===== src/rtl/hq2x_scanout.sv =====
// Raster scanout for the 2x scaler line buffer: generates video timing, reads the
// buffer one cycle ahead and expands BGR555 to a registered RGB888 stream.
module hq2x_scanout #(
   parameter int H_ACTIVE = 512,
   parameter int H_FP     = 16,
   parameter int H_SYNC   = 64,
   parameter int H_BP     = 80,
   parameter int V_ACTIVE = 480,
   parameter int V_FP     = 3,
   parameter int V_SYNC   = 4,
   parameter int V_BP     = 38,
   parameter int SYNC_POL = 0
) (
   input  logic        clk,
   input  logic        reset,
   input  logic        enable,
   input  logic        frame_available,
   input  logic [14:0] outpixel,
   output logic [9:0]  read_x,
   output logic        line_req,
   output logic        hsync,
   output logic        vsync,
   output logic        de,
   output logic [7:0]  r,
   output logic [7:0]  g,
   output logic [7:0]  b,
   output logic        locked
);

   localparam int H_TOTAL = H_ACTIVE + H_FP + H_SYNC + H_BP;
   localparam int V_TOTAL = V_ACTIVE + V_FP + V_SYNC + V_BP;
   localparam int HW = ($clog2(H_TOTAL) < 10) ? 10 : $clog2(H_TOTAL);
   localparam int VW = ($clog2(V_TOTAL) < 1) ? 1 : $clog2(V_TOTAL);
   localparam logic SYNC_ON = (SYNC_POL != 0) ? 1'b1 : 1'b0;

   typedef enum logic [1:0] {
      IDLE = 2'd0,
      WAIT = 2'd1,
      RUN  = 2'd2
   } state_t;

   state_t          state_r, state_s;
   logic [HW-1:0]   hcnt_r, hcnt_s;
   logic [VW-1:0]   vcnt_r, vcnt_s;
   logic            frame_end_s, run_s;
   logic            active_s, hs_act_s, vs_act_s, line_req_s;
   logic            de1_r, hs1_r, vs1_r;
   logic            de2_r, hs2_r, vs2_r;

   function automatic logic [7:0] expand5(input logic [4:0] c);
      return {c, c[4:2]};
   endfunction

   // next-state logic; a disable in RUN only takes effect at the frame wrap
   always_comb begin
      state_s     = state_r;
      frame_end_s = (hcnt_r == HW'(H_TOTAL - 1)) && (vcnt_r == VW'(V_TOTAL - 1));
      case (state_r)
         IDLE: begin
            if (enable) state_s = WAIT;
            else        state_s = IDLE;
         end
         WAIT: begin
            if (!enable)             state_s = IDLE;
            else if (frame_available) state_s = RUN;
            else                      state_s = WAIT;
         end
         RUN: begin
            if (frame_end_s && !enable) state_s = IDLE;
            else                        state_s = RUN;
         end
         default: state_s = IDLE;
      endcase
   end

   // raster counters: zero outside RUN and on the RUN entry cycle
   always_comb begin
      hcnt_s = '0;
      vcnt_s = '0;
      if (state_r == RUN && state_s == RUN) begin
         if (hcnt_r == HW'(H_TOTAL - 1)) begin
            hcnt_s = '0;
            if (vcnt_r == VW'(V_TOTAL - 1)) vcnt_s = '0;
            else                            vcnt_s = vcnt_r + VW'(1);
         end else begin
            hcnt_s = hcnt_r + HW'(1);
            vcnt_s = vcnt_r;
         end
      end else begin
         hcnt_s = '0;
         vcnt_s = '0;
      end
   end

   // region decode of the current counter value
   always_comb begin
      run_s    = (state_r == RUN);
      active_s = run_s && (hcnt_r < HW'(H_ACTIVE)) && (vcnt_r < VW'(V_ACTIVE));
      hs_act_s = run_s && (hcnt_r >= HW'(H_ACTIVE + H_FP))
                       && (hcnt_r <  HW'(H_ACTIVE + H_FP + H_SYNC));
      vs_act_s = run_s && (vcnt_r >= VW'(V_ACTIVE + V_FP))
                       && (vcnt_r <  VW'(V_ACTIVE + V_FP + V_SYNC));
      // registered from next-cycle counters so the pulse lines up with hcnt==0
      line_req_s = (state_s == RUN) && (hcnt_s == HW'(0))
                   && (vcnt_s < VW'(V_ACTIVE)) && !vcnt_s[0];
   end

   // state, counters and counter-aligned outputs
   always_ff @(posedge clk) begin
      if (reset) begin
         state_r  <= IDLE;
         hcnt_r   <= '0;
         vcnt_r   <= '0;
         locked   <= 1'b0;
         line_req <= 1'b0;
      end else begin
         state_r  <= state_s;
         hcnt_r   <= hcnt_s;
         vcnt_r   <= vcnt_s;
         locked   <= (state_s == RUN);
         line_req <= line_req_s;
      end
   end

   // three-stage video pipeline: address register, buffer read, output register
   always_ff @(posedge clk) begin
      if (reset) begin
         read_x <= 10'd0;
         de1_r  <= 1'b0;
         hs1_r  <= 1'b0;
         vs1_r  <= 1'b0;
         de2_r  <= 1'b0;
         hs2_r  <= 1'b0;
         vs2_r  <= 1'b0;
         de     <= 1'b0;
         hsync  <= ~SYNC_ON;
         vsync  <= ~SYNC_ON;
         r      <= 8'd0;
         g      <= 8'd0;
         b      <= 8'd0;
      end else begin
         read_x <= {vcnt_r[0], hcnt_r[8:0]};
         de1_r  <= active_s;
         hs1_r  <= hs_act_s;
         vs1_r  <= vs_act_s;
         de2_r  <= de1_r;
         hs2_r  <= hs1_r;
         vs2_r  <= vs1_r;
         de     <= de2_r;
         hsync  <= hs2_r ? SYNC_ON : ~SYNC_ON;
         vsync  <= vs2_r ? SYNC_ON : ~SYNC_ON;
         if (de2_r) begin
            r <= expand5(outpixel[4:0]);
            g <= expand5(outpixel[9:5]);
            b <= expand5(outpixel[14:10]);
         end else begin
            r <= 8'd0;
            g <= 8'd0;
            b <= 8'd0;
         end
      end
   end

endmodule

===== config.mk =====
export PLATFORM = sky130hd
export DESIGN_NAME = hq2x_scanout
export DESIGN_NICKNAME = d
export VERILOG_FILES = /design/src/rtl/hq2x_scanout.sv
export SDC_FILE = /design/constraint.sdc
export NUM_CORES = 1
export LEC_CHECK = 0
export BUFFER_PORTS_ARGS = -buffer_cell sky130_fd_sc_hd__clkbuf_2
export CAP_MARGIN = 5
export CORE_ASPECT_RATIO = 1.1
export CORE_MARGIN = 4
export CORE_UTILIZATION = 51
export DETAILED_ROUTE_END_ITERATION = 16
export PLACE_DENSITY = 0.88
export SLEW_MARGIN = 20
export SYNTH_ARGS = -nofsm -noshare
export SYNTH_HDL_FRONTEND = slang
export SYNTH_SLANG_ARGS = --single-unit

===== constraint.sdc =====
create_clock -name clk -period 3.6 [get_ports clk]
set_input_delay 0.18 -clock clk [delete_from_list [all_inputs] [get_ports clk]]
set_output_delay 0.18 -clock clk [all_outputs]
set_load 0.02 [all_outputs]

==> impl_metrics.tcl <==
set metrics [dict create \
    status "finished, final reports clean" \
    slew_violations 0 \
    tightest_slew_ps 839 \
    place_ws_ps 1190 \
    ir_drop_mv 0.201 \
    synth_flop_cell "dfxtp_1" \
    core_um2 4410 \
    timing.slew.headroom_pct 43.6 \
    path_max_fanout 10 \
    cts_buffers 9 \
    holdCritPathClass "primary input to flip-flop" \
    drt-initial-drc-count 106 \
    ant_nets 0 \
    required_ps 3840 \
    overflow 0 \
    setup_tns_ps 0 \
    firstDrtPassIters 4 \
    avgSynthCellArea_um2 9.27 \
    cts_max_level 3 \
    synth_area_leader_cell "dfxtp_1" \
    io_pins 58 \
    max_freq_mhz 409 \
    yosysMostFrequentCell "dfxtp_1" \
    synth_edf_count 0 \
    grt_max_degree 20 \
    avgViaCountPerCell 5.29 \
    post_cts_buffers 0 \
    layout.nets 322 \
    drive_above_1_share_pct 25.5 \
    clk_pin_slew_ps 60 \
    n_antenna_cell 0 \
    ys_ff_latch 58 \
    antenna_found_initial 0 \
    synthTopCellsByArea "dfxtp_1 (49%), xnor2_1 (4.8%), nor2_1 (4.4%)" \
    power_frac_seq_pct 51.7 \
    finalSetupViolations 0 \
    grt_pass1_vias 1749 \
    fin_ws_ps 1150 \
    swShare_pct 19.8 \
    clk_latency_ps 330 \
    p_int_mw 1.01 \
    rsz0062_at_grt "false" \
    synth_top_area_share_pct 48.9 \
    grt_pass1_wl_um 8030 \
    r2r_cells 6 \
    finalCritPeriodShare_pct 68.0 \
    whs_endpoint "b[4]" \
    p_leak_nw 1.12 \
    n_fill_cell 349 \
    cts_tree "built" \
    cp.arrival_ps 2690 \
    root_buffer "clkbuf_8" \
    fin_area_um2 2760 \
    routed_wl_um 4830 \
    synth_common_cells "dfxtp_1 (58), nor2_1 (28), nand2_1 (17)" \
    hold_viol 0 \
    r2r-start "hcnt_r[9]" \
    grtUsageTotal_pct 18.0 \
    cts_sinks 58 \
    die_y_um 79.5 \
    drc 0 \
    placed_area_um2 2570 \
    cp-end-kind "flip-flop" \
    min_period_ps 2450 \
    fp-row-count 25 \
    rr_endpoint "line_req" \
    clock_skew_ps 5.21 \
    p_per_area_nw_per_um2 454 \
    port-buffer-count 57 \
    num_vias 1882 \
    wire_per_inst_um 13.6 \
    dieArea_um2 5810 \
    combPwrFrac_pct 2.4 \
    async_flop_share_pct 0 \
    worstHoldStart "outpixel[11]" \
    fin_cells 356 \
    synth_fp_nets 279 \
    die_w_um 73.0 \
    p_switching_mw 0.248 \
    yosysSeqAreaShare_pct 48.9 \
    reg2reg_setup_slack_ps 1150 \
    synthesis.area_um2 2370 \
    setup.worst_path.class "flip-flop to flip-flop" \
    place_congestion 0.943 \
    design_power_total_mw 1.25 \
    holdBufCountCts 0 \
    synth_cell_type_count 44 \
    cts_resized 0 \
    dp_cells 342 \
    hpwlAfterDp_um 3450 \
    power_frac_clock_pct 45.9 \
    start_util_pct 53.8 \
    hold_depth 2 \
    syn_inst 256 \
    syn2layout_area_growth_pct 16.4 \
    cap_violations 0 \
    clk_path_buf_depth 2 \
    ys_warn_count 0 \
    cp-start-kind "flip-flop" \
]
[logic make-up after synthesis]
logic type                 after synthesis  share of synthesized area [%]
adders and majority gates                4                           2.11
xor gates and xnor gates                19                           7.01
DFF                                     58                           48.9
and+or+nand+nor                        118                           27.6
AOI/OAI and AO/OA                       25                           6.70
buffers and inverters                   32                           7.65
[cell type report]
cell class	instances	area (µm²)	share of cell area [%]
clock inverters	3	40.0	1.45
well taps	54	67.6	2.45
flip-flops and latches	58	1160	42.0
inverters	7	26.3	0.952
multi-input cells	166	1030	37.3
repair buffers	57	285	10.3
clock buffers	11	151	5.48
[cell usage in the layout, fill, tap and decap left out, types with 2 or more instances in the layout]
| cell type | n |
|---|---|
| o22ai_1 | 2 |
| xor2_1 | 6 |
| nand3_1 | 6 |
| nand4_1 | 4 |
| and2_1 | 16 |
| nor2_1 | 28 |
| nor2b_1 | 12 |
| and3_1 | 4 |
| ha_1 | 4 |
| inv_1 | 7 |
| or3_1 | 2 |
| nor3_1 | 6 |
| xnor2_1 | 13 |
| clkbuf_8 | 11 |
| a21oi_1 | 7 |
| clkinv_2 | 2 |
| o21ai_0 | 6 |
| clkbuf_2 | 57 |
| dfxtp_1 | 58 |
| nor4_1 | 5 |
| nand2b_1 | 7 |
| a211oi_1 | 2 |
| nand2_1 | 17 |
[worst max-delay path: stages (launching register included)]
cell and delay, ps:
dfxtp_1 480, or4b_4 530, or3_1 490, nor4_4 330, xnor2_1 170, o2111ai_1 120
a211oi_1 230
[stage by stage]
step / utilization [%] / hold WS [ps]
detailed placement: 58.3 / 365
finish: 62.6 / 45.7
floorplan: - / 302
CTS: 62.6 / 33.1
global placement: 58.3 / 360
global route: 62.6 / 47.1
[worst max path at each step]
stage / start / to / slack, ps / cells past startpoint
5_1_grt: hcnt_r[0] / line_req / 990 / 7
6_report: hcnt_r[9] / line_req / 1150 / 6
3_5_place_dp: hcnt_r[9] / line_req / 1190 / 6
3_3_place_gp: hcnt_r[5] / line_req / 1270 / 6
4_1_cts: hcnt_r[9] / line_req / 1170 / 6
2_1_floorplan: hcnt_r[5] / line_req / 1350 / 8
[state kept, by name, summed over array words and instances (netlist names)]
register  flops
b             5
de            1
de1_r         1
de2_r         1
g             5
hcnt_r       10
hs1_r         1
hs2_r         1
hsync         1
line_req      1
locked        1
r             5
read_x       10
state_r       2
vcnt_r       10
vs1_r         1
vs2_r         1
vsync         1
[power groups by stage]
stage	sequential, mW	combinational, mW	clock (mW)
after global routing	0.648	0.0332	0.617
after floorplan	0.665	0.0130	0
after global placement	0.662	0.0293	0
after CTS	0.648	0.0301	0.588
final	0.648	0.0300	0.576
after detailed placement	0.662	0.0296	0
[layer usage]
layer  part of all wire [%]  global-route usage, %
met5                      0                      0
met4                    3.0                   12.4
met1                     41                   21.2
met3                    9.8                   4.16
met2                     47                   28.6
No activity file was read; power rests on OpenSTA's default activity.
